===== src/rtl/axi4_master_write_engine_if.sv =====
// Signal bundle of the AXI4 write engine: command and source inputs, completion
// report, and the AXI4 AW/W/B channels. master = engine view, slave = issuer/AXI slave view.
interface axi4_master_write_engine_if #(
    parameter int ADDR_WIDTH = 32,
    parameter int DATA_WIDTH = 32,
    parameter int ID_WIDTH   = 4
);
    logic                    cmd_valid;
    logic                    cmd_ready;
    logic [ADDR_WIDTH-1:0]   cmd_addr;
    logic [ID_WIDTH-1:0]     cmd_id;
    logic [7:0]              cmd_len;
    logic                    src_valid;
    logic                    src_ready;
    logic [DATA_WIDTH-1:0]   src_data;
    logic [DATA_WIDTH/8-1:0] src_strb;
    logic                    done;
    logic [1:0]              done_resp;
    logic [ID_WIDTH-1:0]     done_id;
    logic                    AWVALID;
    logic                    AWREADY;
    logic [ADDR_WIDTH-1:0]   AWADDR;
    logic [ID_WIDTH-1:0]     AWID;
    logic [7:0]              AWLEN;
    logic [2:0]              AWSIZE;
    logic [1:0]              AWBURST;
    logic                    WVALID;
    logic                    WREADY;
    logic [DATA_WIDTH-1:0]   WDATA;
    logic [DATA_WIDTH/8-1:0] WSTRB;
    logic                    WLAST;
    logic                    BVALID;
    logic                    BREADY;
    logic [ID_WIDTH-1:0]     BID;
    logic [1:0]              BRESP;

    modport master (
        input  cmd_valid, cmd_addr, cmd_id, cmd_len,
        input  src_valid, src_data, src_strb,
        input  AWREADY, WREADY, BVALID, BID, BRESP,
        output cmd_ready, src_ready, done, done_resp, done_id,
        output AWVALID, AWADDR, AWID, AWLEN, AWSIZE, AWBURST,
        output WVALID, WDATA, WSTRB, WLAST, BREADY
    );

    modport slave (
        output cmd_valid, cmd_addr, cmd_id, cmd_len,
        output src_valid, src_data, src_strb,
        output AWREADY, WREADY, BVALID, BID, BRESP,
        input  cmd_ready, src_ready, done, done_resp, done_id,
        input  AWVALID, AWADDR, AWID, AWLEN, AWSIZE, AWBURST,
        input  WVALID, WDATA, WSTRB, WLAST, BREADY
    );
endinterface


===== src/rtl/axi4_master_write_engine.sv =====
// AXI4 write master: one INCR burst per command, W beats streamed straight from
// the source, completion reported as a one-cycle pulse once the B response arrives.
module axi4_master_write_engine #(
    parameter int ADDR_WIDTH = 32,
    parameter int DATA_WIDTH = 32,
    parameter int ID_WIDTH   = 4
) (
    input logic                        CLK,
    input logic                        RST,
    axi4_master_write_engine_if.master bus
);
    localparam logic [1:0] S_IDLE = 2'd0;
    localparam logic [1:0] S_ADDR = 2'd1;
    localparam logic [1:0] S_DATA = 2'd2;
    localparam logic [1:0] S_RESP = 2'd3;

    logic [1:0]            state_q, state_d;
    logic [ADDR_WIDTH-1:0] addr_q, addr_d;
    logic [ID_WIDTH-1:0]   id_q, id_d;
    logic [7:0]            len_q, len_d;
    logic [7:0]            beats_left_q, beats_left_d;
    logic                  cmd_ready_q, cmd_ready_d;
    logic                  done_q, done_d;
    logic [1:0]            done_resp_q, done_resp_d;
    logic [ID_WIDTH-1:0]   done_id_q, done_id_d;
    logic                  w_hs;

    assign w_hs = (state_q == S_DATA) && bus.src_valid && bus.WREADY;

    always_comb begin
        state_d      = state_q;
        addr_d       = addr_q;
        id_d         = id_q;
        len_d        = len_q;
        beats_left_d = beats_left_q;
        done_d       = 1'b0;
        done_resp_d  = done_resp_q;
        done_id_d    = done_id_q;
        case (state_q)
            S_IDLE: begin
                if (bus.cmd_valid && cmd_ready_q) begin
                    addr_d       = bus.cmd_addr;
                    id_d         = bus.cmd_id;
                    len_d        = bus.cmd_len;
                    beats_left_d = bus.cmd_len;
                    state_d      = S_ADDR;
                end
            end
            S_ADDR: begin
                if (bus.AWREADY) state_d = S_DATA;
            end
            S_DATA: begin
                if (w_hs) begin
                    if (beats_left_q == '0) state_d = S_RESP;
                    else                    beats_left_d = beats_left_q - 8'd1;
                end
            end
            S_RESP: begin
                if (bus.BVALID) begin
                    done_d      = 1'b1;
                    done_id_d   = id_q;
                    // a response tagged with a foreign ID is reported as SLVERR
                    done_resp_d = (bus.BID != id_q) ? 2'b10 : bus.BRESP;
                    state_d     = S_IDLE;
                end
            end
            default: state_d = S_IDLE;
        endcase
        // registered so it stays low through reset and rises one cycle after
        cmd_ready_d = (state_d == S_IDLE);
    end

    always_ff @(posedge CLK or posedge RST) begin
        if (RST) begin
            state_q      <= S_IDLE;
            addr_q       <= '0;
            id_q         <= '0;
            len_q        <= '0;
            beats_left_q <= '0;
            cmd_ready_q  <= 1'b0;
            done_q       <= 1'b0;
            done_resp_q  <= '0;
            done_id_q    <= '0;
        end else begin
            state_q      <= state_d;
            addr_q       <= addr_d;
            id_q         <= id_d;
            len_q        <= len_d;
            beats_left_q <= beats_left_d;
            cmd_ready_q  <= cmd_ready_d;
            done_q       <= done_d;
            done_resp_q  <= done_resp_d;
            done_id_q    <= done_id_d;
        end
    end

    assign bus.cmd_ready = cmd_ready_q;
    assign bus.AWVALID   = (state_q == S_ADDR);
    assign bus.AWADDR    = addr_q;
    assign bus.AWID      = id_q;
    assign bus.AWLEN     = len_q;
    assign bus.AWSIZE    = 3'($clog2(DATA_WIDTH / 8));
    assign bus.AWBURST   = 2'b01;
    assign bus.WVALID    = (state_q == S_DATA) && bus.src_valid;
    assign bus.src_ready = (state_q == S_DATA) && bus.WREADY;
    assign bus.WDATA     = bus.src_data;
    assign bus.WSTRB     = bus.src_strb;
    assign bus.WLAST     = (state_q == S_DATA) && (beats_left_q == '0);
    assign bus.BREADY    = (state_q == S_RESP);
    assign bus.done      = done_q;
    assign bus.done_resp = done_resp_q;
    assign bus.done_id   = done_id_q;
endmodule


===== src/flat_wrapper.sv =====
// flat-port wrapper written by rule: the top's interface ports become plain ports
module axi4_master_write_engine_flat 
#(
    parameter int ADDR_WIDTH = 32,
    parameter int DATA_WIDTH = 32,
    parameter int ID_WIDTH   = 4
)
  (CLK, RST, bus_cmd_valid, bus_cmd_addr, bus_cmd_id, bus_cmd_len, bus_src_valid, bus_src_data, bus_src_strb, bus_AWREADY, bus_WREADY, bus_BVALID, bus_BID, bus_BRESP, bus_cmd_ready, bus_src_ready, bus_done, bus_done_resp, bus_done_id, bus_AWVALID, bus_AWADDR, bus_AWID, bus_AWLEN, bus_AWSIZE, bus_AWBURST, bus_WVALID, bus_WDATA, bus_WSTRB, bus_WLAST, bus_BREADY);
  axi4_master_write_engine_if #(.ADDR_WIDTH(ADDR_WIDTH), .DATA_WIDTH(DATA_WIDTH), .ID_WIDTH(ID_WIDTH)) bus_i ();
  input logic CLK;
  input logic RST;
  input wire logic [$bits(bus_i.cmd_valid)-1:0] bus_cmd_valid;
  input wire logic [$bits(bus_i.cmd_addr)-1:0] bus_cmd_addr;
  input wire logic [$bits(bus_i.cmd_id)-1:0] bus_cmd_id;
  input wire logic [$bits(bus_i.cmd_len)-1:0] bus_cmd_len;
  input wire logic [$bits(bus_i.src_valid)-1:0] bus_src_valid;
  input wire logic [$bits(bus_i.src_data)-1:0] bus_src_data;
  input wire logic [$bits(bus_i.src_strb)-1:0] bus_src_strb;
  input wire logic [$bits(bus_i.AWREADY)-1:0] bus_AWREADY;
  input wire logic [$bits(bus_i.WREADY)-1:0] bus_WREADY;
  input wire logic [$bits(bus_i.BVALID)-1:0] bus_BVALID;
  input wire logic [$bits(bus_i.BID)-1:0] bus_BID;
  input wire logic [$bits(bus_i.BRESP)-1:0] bus_BRESP;
  output wire logic [$bits(bus_i.cmd_ready)-1:0] bus_cmd_ready;
  output wire logic [$bits(bus_i.src_ready)-1:0] bus_src_ready;
  output wire logic [$bits(bus_i.done)-1:0] bus_done;
  output wire logic [$bits(bus_i.done_resp)-1:0] bus_done_resp;
  output wire logic [$bits(bus_i.done_id)-1:0] bus_done_id;
  output wire logic [$bits(bus_i.AWVALID)-1:0] bus_AWVALID;
  output wire logic [$bits(bus_i.AWADDR)-1:0] bus_AWADDR;
  output wire logic [$bits(bus_i.AWID)-1:0] bus_AWID;
  output wire logic [$bits(bus_i.AWLEN)-1:0] bus_AWLEN;
  output wire logic [$bits(bus_i.AWSIZE)-1:0] bus_AWSIZE;
  output wire logic [$bits(bus_i.AWBURST)-1:0] bus_AWBURST;
  output wire logic [$bits(bus_i.WVALID)-1:0] bus_WVALID;
  output wire logic [$bits(bus_i.WDATA)-1:0] bus_WDATA;
  output wire logic [$bits(bus_i.WSTRB)-1:0] bus_WSTRB;
  output wire logic [$bits(bus_i.WLAST)-1:0] bus_WLAST;
  output wire logic [$bits(bus_i.BREADY)-1:0] bus_BREADY;
  assign bus_i.cmd_valid = bus_cmd_valid;
  assign bus_i.cmd_addr = bus_cmd_addr;
  assign bus_i.cmd_id = bus_cmd_id;
  assign bus_i.cmd_len = bus_cmd_len;
  assign bus_i.src_valid = bus_src_valid;
  assign bus_i.src_data = bus_src_data;
  assign bus_i.src_strb = bus_src_strb;
  assign bus_i.AWREADY = bus_AWREADY;
  assign bus_i.WREADY = bus_WREADY;
  assign bus_i.BVALID = bus_BVALID;
  assign bus_i.BID = bus_BID;
  assign bus_i.BRESP = bus_BRESP;
  assign bus_cmd_ready = bus_i.cmd_ready;
  assign bus_src_ready = bus_i.src_ready;
  assign bus_done = bus_i.done;
  assign bus_done_resp = bus_i.done_resp;
  assign bus_done_id = bus_i.done_id;
  assign bus_AWVALID = bus_i.AWVALID;
  assign bus_AWADDR = bus_i.AWADDR;
  assign bus_AWID = bus_i.AWID;
  assign bus_AWLEN = bus_i.AWLEN;
  assign bus_AWSIZE = bus_i.AWSIZE;
  assign bus_AWBURST = bus_i.AWBURST;
  assign bus_WVALID = bus_i.WVALID;
  assign bus_WDATA = bus_i.WDATA;
  assign bus_WSTRB = bus_i.WSTRB;
  assign bus_WLAST = bus_i.WLAST;
  assign bus_BREADY = bus_i.BREADY;
  axi4_master_write_engine #(.ADDR_WIDTH(ADDR_WIDTH), .DATA_WIDTH(DATA_WIDTH), .ID_WIDTH(ID_WIDTH)) u_core (.CLK(CLK), .RST(RST), .bus(bus_i));
endmodule

===== config.mk =====
export PLATFORM = sky130hd
export DESIGN_NAME = axi4_master_write_engine_flat
export DESIGN_NICKNAME = d
export VERILOG_FILES = /design/src/rtl/axi4_master_write_engine_if.sv /design/src/rtl/axi4_master_write_engine.sv /design/src/flat_wrapper.sv
export SDC_FILE = /design/constraint.sdc
export NUM_CORES = 1
export LEC_CHECK = 0
export CAP_MARGIN = 20
export CORE_UTILIZATION = 35
export CTS_BUF_LIST = sky130_fd_sc_hd__clkbuf_8
export CTS_CLUSTER_SIZE = 24
export DETAILED_ROUTE_END_ITERATION = 12
export PLACE_DENSITY_LB_ADDON = 0.1
export SKIP_CTS_REPAIR_TIMING = 1
export SYNTH_ARGS = -nofsm -noshare
export SYNTH_HDL_FRONTEND = slang
export SYNTH_SLANG_ARGS = --single-unit

===== constraint.sdc =====
create_clock -name CLK -period 5.1 [get_ports CLK]
set_input_delay 0.51 -clock CLK [delete_from_list [all_inputs] [get_ports CLK]]
set_output_delay 0.51 -clock CLK [all_outputs]
set_load 0.005 [all_outputs]

==> impl_metrics.json <==
{
  "status": "completed",
  "cts_buffers": 9,
  "final.period_utilization": 0.565,
  "yosysSeqAreaShare": 0.526,
  "reg2reg_from": "u_core.beats_left_q[2]",
  "nNetsFinal": 509,
  "peakVddDrop_mv": 0.205,
  "antenna_found_initial": 0,
  "dieArea_um2": 8790,
  "rsz0062_at_grt": "no",
  "tightest_slew_ns": 0.910,
  "maxCapViolations": 0,
  "dp_hpwl_mm": 4.51,
  "path_clk_slew_ns": 0.06,
  "hp-start": "u_core.bus.AWADDR[23]",
  "end_kind": "output pin",
  "worstReg2RegEnd": "u_core.beats_left_q[1]",
  "crit_type": "reg -> out",
  "synth_seq_cells": 62,
  "worstPathArrival_ns": 2.37,
  "yosys.area.top_type": "dfrtp_1",
  "cts_root_buf": "clkbuf_8",
  "p_switching_uw": 761,
  "routedWlPerCell_um": 13.0,
  "clkPwrFrac": 0.165,
  "synth_warnings": 0,
  "hold_viol_final": 0,
  "hold_depth": 2,
  "grt_max_degree": 63,
  "port_buffers": 113,
  "p_seq_frac": 0.405,
  "n_antenna_cell": 0,
  "htreeDepth": 3,
  "dr.pass1.iters": 4,
  "grt_remaining_overflow": 0,
  "fillers": 805,
  "postRouteAntennaNets": 0,
  "drive_gt1_frac": 0.0524,
  "fin_crit_ns": 2.88,
  "num_rows": 33,
  "p_int_mw": 1.45,
  "grt_pass1_vias": 2346,
  "die_h_um": 93.8,
  "cts_tree": "built",
  "fin_setup_tns_ns": 0,
  "grt_pass1_wl_mm": 11.2,
  "start_util": 0.361,
  "numClockSinks": 62,
  "drt_iter0_drc": 135,
  "crit_required_ns": 4.59,
  "synth_area_leaders": "dfrtp_1 (53%), nand2_1 (18%), buf_4 (10%)",
  "reg2reg_setup_slack_ns": 3.03,
  "ys_async_sr_fraction": 1.00,
  "hold_path.class": "reg -> reg",
  "clock_path_buffers": 2,
  "synthTopCellsByCount": "nand2_1 (145), dfrtp_1 (62), buf_4 (41)",
  "fmax_mhz": 347,
  "yosysMostFrequentCell": "nand2_1",
  "critPathMaxStageDelay_ns": 0.59,
  "ys.flop_type": "dfrtp_1",
  "syn_area_um2": 2950,
  "clock_skew_ns": 0.00701,
  "wl_mm": 6.81,
  "drv_slew": 0,
  "synth_edf_count": 0,
  "power_density_nw_per_um2": 544,
  "power.leakage_nw": 1.91,
  "crit_family": "simple AND/OR/NAND/NOR gates",
  "via_per_inst": 4.56,
  "drc": 0,
  "grt_usage": 0.164,
  "clock_latency_ns": 0.33,
  "comb_power_share": 0.431,
  "place.gp.congestion": 0.832,
  "cp_max_fo": 7,
  "yosysTopAreaCellShare": 0.526,
  "r2r_cells": 4,
  "relSlewSlack": 0.393,
  "syn_to_final_growth_pct": 37.8,
  "finish.utilization": 0.497,
  "setup_violations": 0,
  "hold_end": "u_core.bus.AWADDR[23]",
  "top_level_ports": 191,
  "path_cells": "or4_4, nor4_4, clkdlybuf4s50_1",
  "crit_path_start_kind": "flip-flop",
  "die_x_um": 93.8,
  "swShare": 0.345,
  "core_um2": 8180,
  "cp.buffers_inverters": 1,
  "synth_cells": 339,
  "vias": 2394,
  "syn_avg_cell_area_um2": 8.70,
  "p_total_mw": 2.21,
  "ys_types": 38,
  "crit_slowest_cell": "clkdlybuf4s50_1"
}
==> how the worst max path moves through the flow <==
stage                      startpoint  slack [ns]                      to  depth (start not counted)
3_3_place_gp   u_core.beats_left_q[2]        2.60               bus_WLAST                          3
3_5_place_dp   u_core.beats_left_q[2]        2.57               bus_WLAST                          3
2_1_floorplan                     RST        3.05  u_core.beats_left_q[0]                          1
5_1_grt        u_core.beats_left_q[2]        2.14               bus_WLAST                          3
4_1_cts        u_core.beats_left_q[2]        2.20               bus_WLAST                          3
6_report       u_core.beats_left_q[2]        2.22               bus_WLAST                          3
==> layout make-up <==
type | count | area (um^2) | share of cell area
clock inverters | 6 | 30.0 | 0.00739
inverters | 5 | 18.8 | 0.00462
repair buffers | 115 | 1150 | 0.282
clock buffers | 10 | 138 | 0.0339
well taps | 105 | 131 | 0.0323
flip-flops and latches | 62 | 1550 | 0.382
multi-input cells | 222 | 1050 | 0.258
==> routing by layer <==
layer	vias up	wire length, um	track usage	share of wire
li1	1182	-	-	-
met2	101	2980	0.234	0.44
met5	-	0	0	0
met1	1098	3100	0.221	0.45
met4	0	119	0.0756	0.017
met3	13	606	0.0591	0.089
==> worst min-delay path, delay by kind of cell (launching register included) <==
kind | cells | cell delay (ns)
DFF | 1 | 0.34
and+or+nand+nor | 2 | 0.10
==> layout by cell type (no fill, tap or decap), types with 2 or more instances in the layout <==
master | synthesis | layout
nand3_1 | 3 | 2
o21ai_0 | 7 | 7
dfrtp_1 | 62 | 62
nor2_1 | 13 | 13
conb_1 | 2 | 5
nor3_1 | 4 | 4
a21oi_1 | 10 | 10
clkbuf_8 | 0 | 10
buf_4 | 41 | 2
clkinv_2 | 0 | 3
xnor2_1 | 2 | 2
and2_1 | 4 | 4
nand2_1 | 145 | 145
o31ai_1 | 4 | 4
and3_1 | 2 | 2
xor2_1 | 2 | 2
a31oi_1 | 2 | 2
inv_1 | 4 | 5
mux2i_1 | 2 | 2
clkdlybuf4s50_1 | 0 | 113
==> logic make-up (layout without fill, tap and decap cells) <==
| kind of cell | count (synthesis) | after routing | synth area share |
|---|---|---|---|
| muxes | 3 | 3 | 0.0106 |
| xor gates and xnor gates | 4 | 4 | 0.0119 |
| DFF | 62 | 62 | 0.526 |
| AOI/OAI and AO/OA | 28 | 28 | 0.0586 |
| other | 2 | 5 | 0.00255 |
| and+or+nand+nor | 181 | 181 | 0.257 |
| adders and majority gates | 1 | 1 | 0.00424 |
| buffers and inverters | 58 | 136 | 0.129 |
==> stage by stage <==
stage	hold slack (ns)	cells	instance area, um^2	worst slack (ns)
after floorplan	0.470	342	2960	3.05
after global placement	0.457	509	3890	2.60
after detailed placement	0.462	509	3890	2.57
after CTS	0.479	525	4060	2.20
after global routing	0.492	525	4060	2.14
final	0.473	525	4060	2.22
==> power by group through the flow <==
stage | logic, mW | registers, mW | clock network (mW)
after CTS | 0.968 | 0.894 | 0.379
final | 0.951 | 0.894 | 0.364
after detailed placement | 0.963 | 0.896 | 0
after global routing | 1.07 | 0.927 | 0.402
after floorplan | 0.453 | 0.877 | 0
after global placement | 0.951 | 0.896 | 0
==> state kept, by name, summed over array words and instances, names as in the netlist <==
| name | count |
|---|---|
| u_core.bus.AWADDR | 32 |
| u_core.beats_left_q | 8 |
| u_core.bus.AWLEN | 8 |
| u_core.bus.AWID | 4 |
| u_core.bus.done_id | 4 |
| u_core.bus.done_resp | 2 |
| u_core.state_q | 2 |
| u_core.bus.cmd_ready | 1 |
| u_core.bus.done | 1 |
No activity file was read; power rests on OpenSTA's default activity.
